## src/rtl/decoder_pkg.sv

```systemverilog
// Shared types and decode helpers for decoder_pipe: lane-index convention,
// decode-mode enum, and one-hot / thermometer expansion of a binary code.
package decoder_pkg;

    localparam int MAX_IN_W  = 6;
    localparam int MAX_OUT_W = 1 << MAX_IN_W;

    // Code 0 selects the lane MSB; thermometer fills grow from the MSB down.
    localparam bit LANE_MSB_FIRST = 1'b1;

    typedef enum logic {
        DEC_ONEHOT = 1'b0,
        DEC_THERMO = 1'b1
    } dec_mode_e;

    function automatic logic [MAX_OUT_W-1:0] onehot_dec(
        input logic [MAX_IN_W-1:0] code,
        input int                  in_w
    );
        logic [MAX_OUT_W-1:0] res;
        int out_w;
        int pos;
        out_w = 1 << in_w;
        pos   = LANE_MSB_FIRST ? (out_w - 1 - int'(code)) : int'(code);
        res   = '0;
        for (int i = 0; i < MAX_OUT_W; i++) begin
            res[i] = (i == pos);
        end
        return res;
    endfunction

    function automatic logic [MAX_OUT_W-1:0] thermo_dec(
        input logic [MAX_IN_W-1:0] code,
        input int                  in_w
    );
        logic [MAX_OUT_W-1:0] res;
        int out_w;
        int pos;
        out_w = 1 << in_w;
        pos   = LANE_MSB_FIRST ? (out_w - 1 - int'(code)) : int'(code);
        res   = '0;
        for (int i = 0; i < MAX_OUT_W; i++) begin
            res[i] = LANE_MSB_FIRST ? ((i >= pos) && (i < out_w)) : (i <= pos);
        end
        return res;
    endfunction

endpackage

```

## src/rtl/decoder_pipe_stage.sv

```systemverilog
// Generic single-entry valid/ready register slice; accepts a new word when
// empty or when its current word leaves in the same cycle.
module decoder_pipe_stage #(
    parameter int W = 8
) (
    input  logic         clk,
    input  logic         reset_n,
    input  logic         valid_i,
    output logic         ready_o,
    input  logic [W-1:0] data_i,
    output logic         valid_o,
    input  logic         ready_i,
    output logic [W-1:0] data_o
);

    logic         valid_q;
    logic [W-1:0] data_q;

    assign ready_o = !valid_q || ready_i;
    assign valid_o = valid_q;
    assign data_o  = data_q;

    // NOTE: non-blocking assignments so every register samples pre-edge values.
    always_ff @(posedge clk or negedge reset_n) begin
        if (!reset_n) begin
            valid_q <= 1'b0;
            // NOTE: the payload is a single word, not a memory array, so it is
            // reset too and reads as zero after reset.
            data_q  <= '0;
        end else begin
            if (ready_o) begin
                valid_q <= valid_i;
            end
            if (valid_i && ready_o) begin
                data_q <= data_i;
            end
        end
    end

endmodule

```

## src/rtl/decoder_pipe.sv

```systemverilog
// Two-stage pipelined N-to-2^N decoder with valid/ready flow control, per-channel
// masking and a delivered-beat counter. Optional DECODER_PIPE_THERMO_EN adds in_thermo.
module decoder_pipe
    import decoder_pkg::*;
#(
    parameter  int IN_W  = 4,
    parameter  int CH    = 1,
    parameter  int CNT_W = 8,
    localparam int OUT_W = 1 << IN_W
) (
    input  logic                clk,
    input  logic                reset_n,
    input  logic                in_valid,
    output logic                in_ready,
    input  logic [CH*IN_W-1:0]  in_code,
    input  logic [CH-1:0]       in_mask,
`ifdef DECODER_PIPE_THERMO_EN
    input  logic                in_thermo,
`endif
    output logic                out_valid,
    input  logic                out_ready,
    output logic [CH*OUT_W-1:0] out_lane,
    output logic [CNT_W-1:0]    beat_cnt
);

`ifdef DECODER_PIPE_THERMO_EN
    localparam int S1_W = CH*IN_W + CH + 1;
`else
    localparam int S1_W = CH*IN_W + CH;
`endif

    logic [S1_W-1:0]     s1_d;
    logic [S1_W-1:0]     s1_q;
    logic                s1_ready;
    logic                s1_valid;
    logic                s2_ready;
    logic [CH*IN_W-1:0]  s1_code;
    logic [CH-1:0]       s1_mask;
    dec_mode_e           s1_mode;
    logic [CH*OUT_W-1:0] lane_d;
    logic [CNT_W-1:0]    beat_cnt_d;
    logic [CNT_W-1:0]    beat_cnt_q;

`ifdef DECODER_PIPE_THERMO_EN
    assign s1_d    = {in_thermo, in_mask, in_code};
    assign s1_mode = s1_q[S1_W-1] ? DEC_THERMO : DEC_ONEHOT;
`else
    assign s1_d    = {in_mask, in_code};
    assign s1_mode = DEC_ONEHOT;
`endif

    assign s1_code = s1_q[CH*IN_W-1:0];
    assign s1_mask = s1_q[CH*IN_W +: CH];

    // Gating with reset_n keeps upstream from seeing a ready slot during reset.
    assign in_ready = reset_n && s1_ready;

    decoder_pipe_stage #(.W(S1_W)) u_code_stage (
        .clk     (clk),
        .reset_n (reset_n),
        .valid_i (in_valid),
        .ready_o (s1_ready),
        .data_i  (s1_d),
        .valid_o (s1_valid),
        .ready_i (s2_ready),
        .data_o  (s1_q)
    );

    for (genvar c = 0; c < CH; c++) begin : g_ch
        logic [MAX_IN_W-1:0] code_c;
        logic [OUT_W-1:0]    dec_c;

        assign code_c = MAX_IN_W'(s1_code[c*IN_W +: IN_W]);
        assign dec_c  = (s1_mode == DEC_THERMO) ? OUT_W'(thermo_dec(code_c, IN_W))
                                                : OUT_W'(onehot_dec(code_c, IN_W));
        assign lane_d[c*OUT_W +: OUT_W] = s1_mask[c] ? '0 : dec_c;
    end

    decoder_pipe_stage #(.W(CH*OUT_W)) u_lane_stage (
        .clk     (clk),
        .reset_n (reset_n),
        .valid_i (s1_valid),
        .ready_o (s2_ready),
        .data_i  (lane_d),
        .valid_o (out_valid),
        .ready_i (out_ready),
        .data_o  (out_lane)
    );

    assign beat_cnt_d = (out_valid && out_ready) ? beat_cnt_q + CNT_W'(1) : beat_cnt_q;
    assign beat_cnt   = beat_cnt_q;

    always_ff @(posedge clk or negedge reset_n) begin
        if (!reset_n) begin
            beat_cnt_q <= '0;
        end else begin
            beat_cnt_q <= beat_cnt_d;
        end
    end

endmodule

```

## config.mk

```make
export PLATFORM = sky130hd
export DESIGN_NAME = decoder_pipe
export DESIGN_NICKNAME = d
export VERILOG_FILES = /design/src/rtl/decoder_pkg.sv /design/src/rtl/decoder_pipe_stage.sv /design/src/rtl/decoder_pipe.sv
export SDC_FILE = /design/constraint.sdc
export NUM_CORES = 1
export LEC_CHECK = 0
export BUFFER_PORTS_ARGS = -buffer_cell sky130_fd_sc_hd__buf_2
export CAP_MARGIN = 20
export CORE_MARGIN = 2
export CORE_UTILIZATION = 45
export CTS_CLUSTER_SIZE = 30
export DETAILED_ROUTE_END_ITERATION = 12
export PLACE_DENSITY = 0.75
export SYNTH_ARGS = -nofsm -noshare
export SYNTH_HDL_FRONTEND = slang
export SYNTH_SLANG_ARGS = --single-unit
```

## constraint.sdc

```tcl
create_clock -name clk -period 1.1 [get_ports clk]
set_input_delay 0.11 -clock clk [delete_from_list [all_inputs] [get_ports clk]]
set_output_delay 0.11 -clock clk [all_outputs]
set_load 0.05 [all_outputs]
```

==> Word-level counts from Yosys, hierarchy flattened <==
Index checks and enable logic that the tools add are counted.
{ "op_classes": {"add_sub_neg": 2, "eq_ne": 15, "muxes": 1, "reduce_logical": 9} }
{ "ops": {"columns": ["op", "count"], "rows": [
  ["equality test 5 bit, first input constant", 8],
  ["logical NOT 32 bit", 1],
  ["equality test 4 x 5 -> 1 bit, first input constant", 4],
  ["2-to-1 mux 16 bit", 1],
  ["equality test 3 x 5 -> 1 bit, first input constant", 2],
  ["adder 8 x 1 -> 8 bit, second input constant", 1],
  ["equality test 2 x 5 -> 1 bit, first input constant", 1],
  ["subtractor 4 x 4 -> 5 bit, first input constant", 1],
  ["logical AND 1 bit", 4],
  ["logical NOT 1 bit", 2],
  ["logical OR 1 bit", 2]
]} }
{ "totals": {"register_bits": 31, "out_inout_bits": 26, "wordCells": 32} }

==> Depth between registers and ports, before layout <==
Gate-level depths: netlist (run 1).
{ "logic_depth": {"word_depth": 4, "ltp_mapped": 5} }

==> By module <==
A second synthesis (run 1) with hierarchy kept.
{ "hier_totals": {"cells_unflattened": 107, "area_unflattened_um2": 1458.9} }
{ "by_module_without_submodules": {"columns": ["module", "instances", "cells_per_inst", "area_each_um2", "seq_area_each_um2"], "rows": [
  ["decoder_pipe_stage (u_lane_stage)", 1, 37, 695.7, 425.4],
  ["decoder_pipe", 1, 56, 505.5, 200.2],
  ["decoder_pipe_stage (u_code_stage)", 1, 14, 257.7, 150.1]
]} }

==> Worst setup path before layout (run 1) <==
No wires, ideal clock.
{ "synth_path": {"kind": "reg2reg", "from": "register u_lane_stage.valid_q, in the netlist u_lane_stage.valid_o", "to": "register u_lane_stage.data_q[10], in the netlist u_lane_stage.data_o[10]", "setup_ns": 0.122, "arrival_ns": 1.419, "required_ns": 0.978, "path_slack_ns": -0.441, "path_stages_with_launch": 6, "cell_sequence": "dfrtp_1 > nand2b_1 > and3b_1 > buf_6 > buf_6 > a32o_1"} }
{ "synth_between": {"elab_chain_cells": 3} }
{ "synth_lines": {"columns": ["item", "line", "rtl"], "rows": [
  ["start: declaration", "decoder_pipe_stage.sv:16", "logic valid_q;"],
  ["start signal: assignment", "decoder_pipe_stage.sv:32", "valid_q <= valid_i;"],
  ["logical NOT 1 bit", "decoder_pipe_stage.sv:19", "assign ready_o = !valid_q || ready_i;"],
  ["logical OR 1 bit", "decoder_pipe_stage.sv:19", null],
  ["logical AND 1 bit", "decoder_pipe_stage.sv:34", "if (valid_i && ready_o) begin"],
  ["end signal: assignment", "decoder_pipe_stage.sv:35", "data_q <= data_i;"],
  ["end: declaration", "decoder_pipe_stage.sv:17", "logic [W-1:0] data_q;"]
]} }
No other way between the ends.
A chain may end at the register's enable or synchronous reset.

==> Worst setup path after layout (run 1) <==
{ "layout_path": {"from": "register u_lane_stage.valid_q, in the netlist u_lane_stage.valid_o", "to": "output in_ready"} }
{ "layout_between": {"elab_chain_cells": 4} }
{ "layout_lines": {"columns": ["item", "line", "rtl"], "rows": [
  ["logical NOT 1 bit", "decoder_pipe_stage.sv:19", null],
  ["logical OR 1 bit (2 in series)", "decoder_pipe_stage.sv:19", null],
  ["logical AND 1 bit", "decoder_pipe.sv:56", "assign in_ready = reset_n && s1_ready;"],
  ["end: declaration", "decoder_pipe.sv:14", "output logic in_ready,"]
]} }
No other way between the ends.

==> flow_summary.toml, run 1 <==
[cells_and_area]
final_cell_count_no_fill = 176
post-route-cell-area_um2 = 1809
layout.cells.most_common = "sky130_fd_sc_hd__dfrtp_1"
number_of_antenna_repair_diodes = 0
fillerInstances = 228
drive_gt1_share_pct = 53.10
syn_to_final_growth_pct = 43.74
post-route-util_pct = 66.76
design.final.nets = 154
most-common-layout-cells = "sky130_fd_sc_hd__dfrtp_1 (24), sky130_fd_sc_hd__buf_2 (18), sky130_fd_sc_hd__a32o_1 (16), sky130_fd_sc_hd__buf_4 (14), sky130_fd_sc_hd__clkbuf_4 (12)"

[timing]
fmax_ghz = 0.7829
worst_max_slew_margin_expressed_relative_to_the_limit_pct = 74.43
finalCritPeriodShare_pct = 116.1
report.final.hold_viol_count = 0
timing.clock.skew_ns = 0.007123
final.setup.tns_ns = -2.189
final.setup.worst_slack_ns = -0.1773
number_of_max_slew_violations_in_the_final_report = 0
fin_worst_hold_slack_ns = 0.02178
max_slew.worst_pin.slew_ns = 0.3835
timing.final.setup_violations = 25
grt_setup_unrepaired = "true"
final_period_minus_worst_setup_slack_ns = 1.277

[routing]
drc = 0
firstDrtPassIters = 4
via_count = 963
detail_route.wl_per_cell_um = 15.59
vias_per_cell = 5.472
final_antenna_net_count = 0
postRouteWirelength_mm = 2.743
iteration_0_drc_markers = 28

[setup_path]
critPathKind = "register to primary output"
critPathRequiredTime_ns = 0.99
maximum_fanout_along_the_worst_path = 3
worst_path_largest_cell_delay_ns = 0.42
crit_path_end_kind = "primary output"
worstPathCellList = "nand3b_1, and2_4, buf_8"
critPathArrivalTime_ns = 1.17
worst_path_max_delay_cell = "sky130_fd_sc_hd__dfrtp_2"
timing.critical_path.buf_inv = 1
worst_setup_path_start_kind = "register"
critical-path-top-delay-family = "flip-flops"

[logic_synthesis]
synth_area_per_cell_um2 = 13.68
net_count_of_the_mapped_netlist = 102
synthesis.yosys.warnings = 0
synth.ff_latch_count = 31
netlist_area_pre_place_um2 = 1259
synth.distinct_cells = 19
synth-seq-area-share_pct = 61.63
post_synth_inst_count = 92

[global_routing]
antenna_found_initial = 0
grt_remaining_overflow = 0
grt_start_max_net_pins = 32
first_global_vias = 905
gr-usage-all-layers_pct = 17.14
first_pass_grt_wire_length_mm = 4.174

[placed_design]
buffer_ports.inserted = 34
place_area_um2 = 1544
number_of_placed_cells_counting_well_taps = 160
globalplace.congestion = 0.7292
post-dp-hpwl_mm = 1.708

[cts]
clk_pin_slew_ns = 0.09
h_tree_depth = 2
numCtsBuffers = 5
clk_lat_worst_skew_ns = 0.31
clock_tree.buffer_depth = 2
cts_num_sinks = 31
tritoncts_clock_tree = "built"
clockRootBuffer = "sky130_fd_sc_hd__clkbuf_4"

[pwr]
total_leakage_power_nw = 0.8972
power_per_cell_area_nw_per_um2 = 2051
ir_worst_vdd_uv = 1359

[hold_path]
holdCritPathClass = "primary input to register"

[die]
floorplan.die_area_um2 = 3236
die-width_um = 56.89
chipHeight_um = 56.89
placementRows = 19
core_um2 = 2710
io_pins = 35
start_util_pct = 46.45

[run_status]
failed_checks = "negative setup slack"
status = "complete, but fails checks"

[run]
count_of_maximum_capacitance_violations = 0
## worst paths after layout
kind	start	cells past startpoint	slack, ns	endpoint
max in group asynchronous	reset_n	3	0.43	beat_cnt[4]$_DFFE_PN0P_
worst min-delay path	in_code[3]	2	0.02	u_code_stage.data_o[3]$_DFFE_PN0P_
worst max-delay path	u_lane_stage.valid_o$_DFFE_PN0P_	3	-0.18	in_ready
worst min register to register	beat_cnt[7]$_DFFE_PN0P_	1	0.48	beat_cnt[7]$_DFFE_PN0P_
worst max register to register	u_code_stage.valid_o$_DFFE_PN0N_	5	-0.18	u_code_stage.data_o[1]$_DFFE_PN0P_
min in group asynchronous	reset_n	3	0.36	u_code_stage.data_o[0]$_DFFE_PN0P_
## kinds of logic (layout without fill, tap and decap cells)
family | count (synthesis) | count (layout) | synth area share, %
flops | 31 | 31 | 61.63
simple gates | 28 | 28 | 12.23
compound gates | 16 | 16 | 12.72
xor+xnor | 7 | 7 | 4.871
mux | 6 | 6 | 5.367
buf+inv | 3 | 56 | 2.186
fa+ha+maj | 1 | 1 | 0.9939
## cell usage after synthesis (all sizes together)
| cell | instances | area, µm² |
|---|---|---|
| xor2 | 5 | 43.79 |
| and3b | 1 | 8.760 |
| nand2 | 7 | 26.28 |
| buf | 3 | 27.52 |
| nor2 | 4 | 15.01 |
| nand3b | 1 | 7.510 |
| ha | 1 | 12.51 |
| mux2 | 6 | 67.56 |
| xnor2 | 2 | 17.52 |
| a32o | 16 | 160.2 |
| or2b | 1 | 7.510 |
| nand3 | 2 | 10.01 |
| nor2b | 4 | 25.02 |
| and2 | 3 | 18.77 |
| nand2b | 2 | 12.51 |
| nor3 | 2 | 10.01 |
| dfrtp | 31 | 775.7 |
| nor4 | 1 | 12.51 |
## per-stage QoR
stage	power [W]	setup WS [ns]
after floorplan	0.002445	-0.2798
after global placement	0.002722	-0.1664
after detailed placement	0.002771	-0.2259
after CTS	0.003483	-0.1595
after global routing	0.003887	-0.2538
final	0.003711	-0.1773
## flip-flops by register name (all words and copies together) (netlist names)
signal                flops
u_lane_stage.valid_o      1
u_code_stage.valid_o      1
u_lane_stage.data_o      16
u_code_stage.data_o       5
beat_cnt                  8
## cell type report
class                      count  area, µm²  share of cell area, %
sequential                    31      784.5                  43.36
multi-input combinational     58      563.0                  31.12
timing repair buffer          48      372.9                  20.61
clock buffer                   7      45.04                  2.490
tap                           31      38.79                  2.144
clock inverter                 1      5.005                 0.2766
## layer usage
metal | vias to the layer above | GRT usage [%] | routed length, µm
met4 | 0 | 5.980 | 43
met2 | 39 | 26.11 | 1424
met5 | - | 0 | 0
met3 | 4 | 4.839 | 169
met1 | 474 | 23.48 | 1106
li1 | 446 | - | -
## where the power goes
part	switching (W)	internal (W)	leakage [nW]
combinational	0.000945	0.000589	0.473
clock	0.000361	0.000249	0.0293
sequential	0.000227	0.00134	0.395
total	0.00153	0.00218	0.897
## timing repair
item                                   CTS  global route
buffers inserted                         3             5
hold buffers                             1             0
pin swaps                                6             2
resized for setup                       19            23
setup endpoints to repair               30            42
endpoints found under the hold margin   31             0
Note: power is estimated with default switching activity, not from simulation.
==> run 2, diff against run 1 <==
--- a/config.mk
+++ b/config.mk
@@ -7,6 +7,7 @@
 export LEC_CHECK = 0
 export BUFFER_PORTS_ARGS = -buffer_cell sky130_fd_sc_hd__buf_2
 export CAP_MARGIN = 20
+export CORE_ASPECT_RATIO = 0.9
 export CORE_MARGIN = 2
 export CORE_UTILIZATION = 45
 export CTS_CLUSTER_SIZE = 30
==> run 2 against run 1 <==
The flow still finishes with violations (negative setup slack). Non-clock buffer count increased by 1. Final cell count increased by 0.57%. Combinational power increased by 7%. Power increased by 12%. Wire length increased by 7.3%. Largest power group is now combinational logic.
==> flow_summary.toml, run 2 (synthesis gave the netlist of run 1 again) <==
[run_status]
status = "complete, but fails checks"
failed_checks = "negative setup slack"

[global_routing]
first_pass_grt_wire_length_mm = 4.416
gr-usage-all-layers_pct = 20.08
globalRouteMet3Util_pct = 9.135
antenna_found_initial = 0
first_global_vias = 939
busiest_layer = "met2"
grt_met2_use_pct = 31.34
grt_start_max_net_pins = 32
grt_remaining_overflow = 0
grtUsageMet1_pct = 22.82

[setup_path]
critPathRequiredTime_ns = 0.99
timing.critical_path.buf_inv = 1
worstPathCellList = "nand3b_1, and2_4, buf_8"
critPathArrivalTime_ns = 1.16
critical-path-top-delay-family = "flip-flops"
maximum_fanout_along_the_worst_path = 3
critPathKind = "register to primary output"
worst_path_max_delay_cell = "sky130_fd_sc_hd__dfrtp_2"
crit_path_end_kind = "primary output"
worst_setup_path_start_kind = "register"
worst_path_largest_cell_delay_ns = 0.43

[timing]
grt_setup_unrepaired = "true"
final_period_minus_worst_setup_slack_ns = 1.272
timing.final.setup_violations = 24
timing.clock.skew_ns = 0.005094
max_slew.worst_pin.slew_ns = 0.4025
report.final.hold_viol_count = 0
final.setup.worst_slack_ns = -0.1717
fmax_ghz = 0.7864
number_of_max_slew_violations_in_the_final_report = 0
worst_max_slew_margin_expressed_relative_to_the_limit_pct = 73.11
finalCritPeriodShare_pct = 115.6

[routing]
vias_per_cell = 5.429
final_antenna_net_count = 0
via_count = 961
postRouteWirelength_mm = 2.943
detail_route.wl_per_cell_um = 16.63
drc = 0
firstDrtPassIters = 4
iteration_0_drc_markers = 32

[cts]
h_tree_depth = 2
cts_num_sinks = 31
numCtsBuffers = 5
clk_lat_worst_skew_ns = 0.33
clockRootBuffer = "sky130_fd_sc_hd__clkbuf_4"
tritoncts_clock_tree = "built"
clk_pin_slew_ns = 0.09
clock_tree.buffer_depth = 2

[pwr]
ir_worst_vdd_uv = 1197
power_per_cell_area_nw_per_um2 = 2174
post-layout-total-power_w = 0.004142
total_leakage_power_nw = 0.9230

[placed_design]
globalplace.congestion = 0.7450
buffer_ports.inserted = 34
post-dp-hpwl_mm = 1.938
number_of_placed_cells_counting_well_taps = 158

[cells_and_area]
final_cell_count_no_fill = 177
most-common-layout-cells = "sky130_fd_sc_hd__dfrtp_1 (24), sky130_fd_sc_hd__clkbuf_4 (19), sky130_fd_sc_hd__a32o_1 (16), sky130_fd_sc_hd__buf_4 (11), sky130_fd_sc_hd__buf_2 (10)"
design.final.nets = 156
flip_flop_count_of_the_largest_register_all_copies_and_words_added = 16
multi_input_area_um2 = 590.6
syn_to_final_growth_pct = 51.39
number_of_antenna_repair_diodes = 0
area.sequential_um2 = 784.5
layout.cells.most_common = "sky130_fd_sc_hd__dfrtp_1"
fillerInstances = 192
drive_gt1_share_pct = 54.42

[hold_path]
holdCritPathClass = "primary input to register"

[die]
floorplan.die_area_um2 = 3237
die-width_um = 59.75
start_util_pct = 46.57
placementRows = 18
io_pins = 35
chipHeight_um = 54.18
core_um2 = 2703

[run]
count_of_maximum_capacitance_violations = 0
-- run 2: repair_timing --
item / 4_1_cts / 5_1_grt
gates cloned: 1 / 0
hold endpoints to repair: 31 / 34
pin swaps: 9 / 6
setup buffers: 4 / 3
gates resized for setup: 21 / 35
endpoints found under the setup margin: 33 / 50
-- run 2: layer usage --
metal  up-vias  wire (µm)
met5         -          0
met4         0         34
met3         4        176
met2        36       1493
met1       467       1238
li1        454          -
-- run 2: path summary, 6_finish.rpt --
check | slack (ns) | to | start | cells after the start
worst max-delay path | -0.17 | in_ready | u_lane_stage.valid_o$_DFFE_PN0P_ | 3
worst min-delay path | 0.01 | u_code_stage.data_o[1]$_DFFE_PN0P_ | in_code[1] | 2
worst max register to register | -0.11 | u_lane_stage.data_o[15]$_DFFE_PN0P_ | u_code_stage.valid_o$_DFFE_PN0N_ | 3
worst min register to register | 0.48 | beat_cnt[7]$_DFFE_PN0P_ | beat_cnt[7]$_DFFE_PN0P_ | 1
max in group asynchronous | 0.42 | beat_cnt[5]$_DFFE_PN0P_ | reset_n | 3
min in group asynchronous | 0.39 | u_lane_stage.data_o[7]$_DFFE_PN0P_ | reset_n | 3
-- run 2: per-stage QoR --
| stage | utilization, % | setup WS (ns) | instance area [µm²] | hold slack [ns] | TNS [ns] |
|---|---|---|---|---|---|
| CTS | 64.17 | -0.1688 | 1734 | -0.1439 | -2.030 |
| global placement | 56.81 | -0.1759 | 1535 | 0.2007 | -2.906 |
| floorplan | - | -0.2798 | 1305 | -0.1856 | -5.415 |
| global route | 70.51 | -0.2364 | 1906 | 0.002555 | -2.903 |
| finish | 70.51 | -0.1717 | 1906 | 0.01345 | -1.753 |
| detailed placement | 56.81 | -0.2647 | 1535 | 0.2057 | -4.281 |
-- run 2: power breakdown --
group | internal (W) | leakage [nW] | switching (W)
Combinational | 0.000672 | 0.480 | 0.000961
Clock | 0.000537 | 0.0482 | 0.000374
Sequential | 0.00134 | 0.395 | 0.000260
Total | 0.00255 | 0.923 | 0.00159
-- run 2: layout make-up --
cell class / count / share of cell area [%]
clock buffer: 6 / 2.692
sequential: 31 / 41.17
tap: 30 / 1.970
multi-input combinational: 59 / 30.99
clock inverter: 2 / 1.838
timing repair buffer: 49 / 21.34
==> run 3, diff against run 2 <==
==> constraint.sdc (replaced) <==
create_clock -name clk -period 1.1 [get_ports clk]
set_input_delay 0.165 -clock clk [delete_from_list [all_inputs] [get_ports clk]]
set_output_delay 0.165 -clock clk [all_outputs]
set_load 0.05 [all_outputs]
==> run 3 against run 2 <==
The flow still finishes with violations (negative setup slack). Highest routed layer unchanged. Sequential share of layout area is 1.4 points lower. Register-to-register slack got worse by 0.09 ns. Wire length up 2.7%. Clock power fell by 19%. Core utilization grew 2.4 points. Maximum frequency fell by 6.3%. First-iteration DRC count up 6.3%. Design area increased by 3.4%. Final cell count grew 1.7%. Flip-flop and latch count unchanged. Via count increased by 4.4%.
==> flow_summary.toml, run 3 (synthesis gave the netlist of run 1 again) <==
[cts]
clockRootBuffer = "sky130_fd_sc_hd__clkbuf_4"
clk_pin_slew_ns = 0.09
cts_num_sinks = 31
h_tree_depth = 2
clk_lat_worst_skew_ns = 0.31
numCtsBuffers = 5
clock_tree.buffer_depth = 2
tritoncts_clock_tree = "built"

[routing]
detail_route.wl_per_cell_um = 16.79
firstDrtPassIters = 4
final_antenna_net_count = 0
iteration_0_drc_markers = 34
vias_per_cell = 5.572
postRouteWirelength_mm = 3.022
via_count = 1003
drc = 0

[pwr]
ir_worst_vdd_uv = 1483
power_per_cell_area_nw_per_um2 = 2045
total_leakage_power_nw = 0.9590

[timing]
final.setup.worst_slack_ns = -0.2567
fin_worst_hold_slack_ns = 0.07821
timing.clock.skew_ns = 0.005251
finalCritPeriodShare_pct = 123.3
timing.final.setup_violations = 29
final_period_minus_worst_setup_slack_ns = 1.357
worst_max_slew_margin_expressed_relative_to_the_limit_pct = 73.70
grt_setup_unrepaired = "true"
report.final.hold_viol_count = 0
number_of_max_slew_violations_in_the_final_report = 0
final.setup.tns_ns = -2.938
max_slew.worst_pin.slew_ns = 0.3945
fmax_ghz = 0.7371

[cells_and_area]
drive_gt1_share_pct = 57.33
fillerInstances = 170
syn_to_final_growth_pct = 56.56
post-route-util_pct = 72.92
design.final.nets = 159
number_of_antenna_repair_diodes = 0
most-common-layout-cells = "sky130_fd_sc_hd__dfrtp_1 (24), sky130_fd_sc_hd__buf_4 (22), sky130_fd_sc_hd__buf_6 (17), sky130_fd_sc_hd__a32o_1 (16), sky130_fd_sc_hd__buf_2 (8)"
layout.cells.most_common = "sky130_fd_sc_hd__dfrtp_1"
flip_flop_count_of_the_largest_register_all_copies_and_words_added = 16
post-route-cell-area_um2 = 1971

[setup_path]
maximum_fanout_along_the_worst_path = 2
worst_setup_path_start_kind = "register"
critPathRequiredTime_ns = 0.94
critPathArrivalTime_ns = 1.19
crit_path_end_kind = "primary output"
critPathKind = "register to primary output"

[run_status]
status = "complete, but fails checks"
failed_checks = "negative setup slack"

[die]
die-width_um = 59.75
placementRows = 18
floorplan.die_area_um2 = 3237
start_util_pct = 46.57
chipHeight_um = 54.18
core_um2 = 2703
io_pins = 35

[global_routing]
antenna_found_initial = 0
gr-usage-all-layers_pct = 17.73
first_global_vias = 904
first_pass_grt_wire_length_mm = 4.133
grt_start_max_net_pins = 32
grt_remaining_overflow = 0

[hold_path]
holdCritPathClass = "primary input to register"

[placed_design]
globalplace.congestion = 0.7242
place_area_um2 = 1543
buffer_ports.inserted = 34
post-dp-hpwl_mm = 1.811

[run]
count_of_maximum_capacitance_violations = 0
## run 3: cell types whose count changed in the layout (fill, tap and decap cells not counted), moves of 2 or more
cell,previous run,this run
sky130_fd_sc_hd__dlygate4sd3_1,4,1
sky130_fd_sc_hd__buf_2,10,8
sky130_fd_sc_hd__buf_6,7,17
sky130_fd_sc_hd__clkbuf_4,19,5
sky130_fd_sc_hd__nand2_2,2,0
sky130_fd_sc_hd__buf_4,11,22
## run 3: worst max-delay path, cell delays in order, from the launching register on
cell and delay, ns:
sky130_fd_sc_hd__dfrtp_2 0.42, sky130_fd_sc_hd__nand3b_1 0.15, sky130_fd_sc_hd__and2_4 0.17, sky130_fd_sc_hd__buf_8 0.14
## run 3: what timing repair did
action,CTS,global route
setup endpoints to repair,50,44
hold endpoints to repair,31,0
resized for setup,50,17
gates cloned,0,2
setup buffers,7,4
pin swaps,3,8
hold buffers,1,0
## run 3: metal layers
layer  part of all wire [%]  track usage, %  up-vias  wire [µm]
li1                       -               -      463          -
met3                    5.3           5.529        2        160
met2                     51           28.26       32       1545
met1                     43           22.70      506       1297
met4                   0.63           6.667        0         19
met5                      0               0        -          0
## run 3: area by class of cell
class / instances / area, µm² / area share [%]
clock buffer: 8 / 68.82 / 3.492
multi-input combinational: 59 / 598.1 / 30.35
sequential: 31 / 784.5 / 39.81
tap: 30 / 37.54 / 1.905
timing repair buffer: 52 / 481.7 / 24.44
## run 3: per-stage QoR
step	setup slack (ns)	std cells	power, W
after global routing	-0.3130	180	0.004206
after floorplan	-0.2798	92	0.002445
final	-0.2567	180	0.004031
after detailed placement	-0.2326	159	0.002769
after CTS	-0.2236	174	0.003842
after global placement	-0.1837	159	0.002728
## run 3: where the power goes
group	internal, W	switching [W]	total (W)	leakage (nW)
registers	0.00134	0.000236	0.00158	0.395
clock network	0.000376	0.000360	0.000736	0.0386
logic	0.000736	0.000983	0.00172	0.526
## run 3: final timing paths
kind                                                           end  depth (start not counted)  slack, ns                             start
worst max-delay path                                      in_ready                          3      -0.26  u_lane_stage.valid_o$_DFFE_PN0P_
worst min-delay path            u_code_stage.data_o[1]$_DFFE_PN0P_                          2       0.08                        in_code[1]
worst max register to register  u_code_stage.data_o[0]$_DFFE_PN0P_                          5      -0.20  u_lane_stage.valid_o$_DFFE_PN0P_
worst min register to register             beat_cnt[7]$_DFFE_PN0P_                          1       0.50           beat_cnt[7]$_DFFE_PN0P_
max in group asynchronous                  beat_cnt[5]$_DFFE_PN0P_                          3       0.38                           reset_n
min in group asynchronous       u_code_stage.data_o[4]$_DFFE_PN0P_                          3       0.41                           reset_n
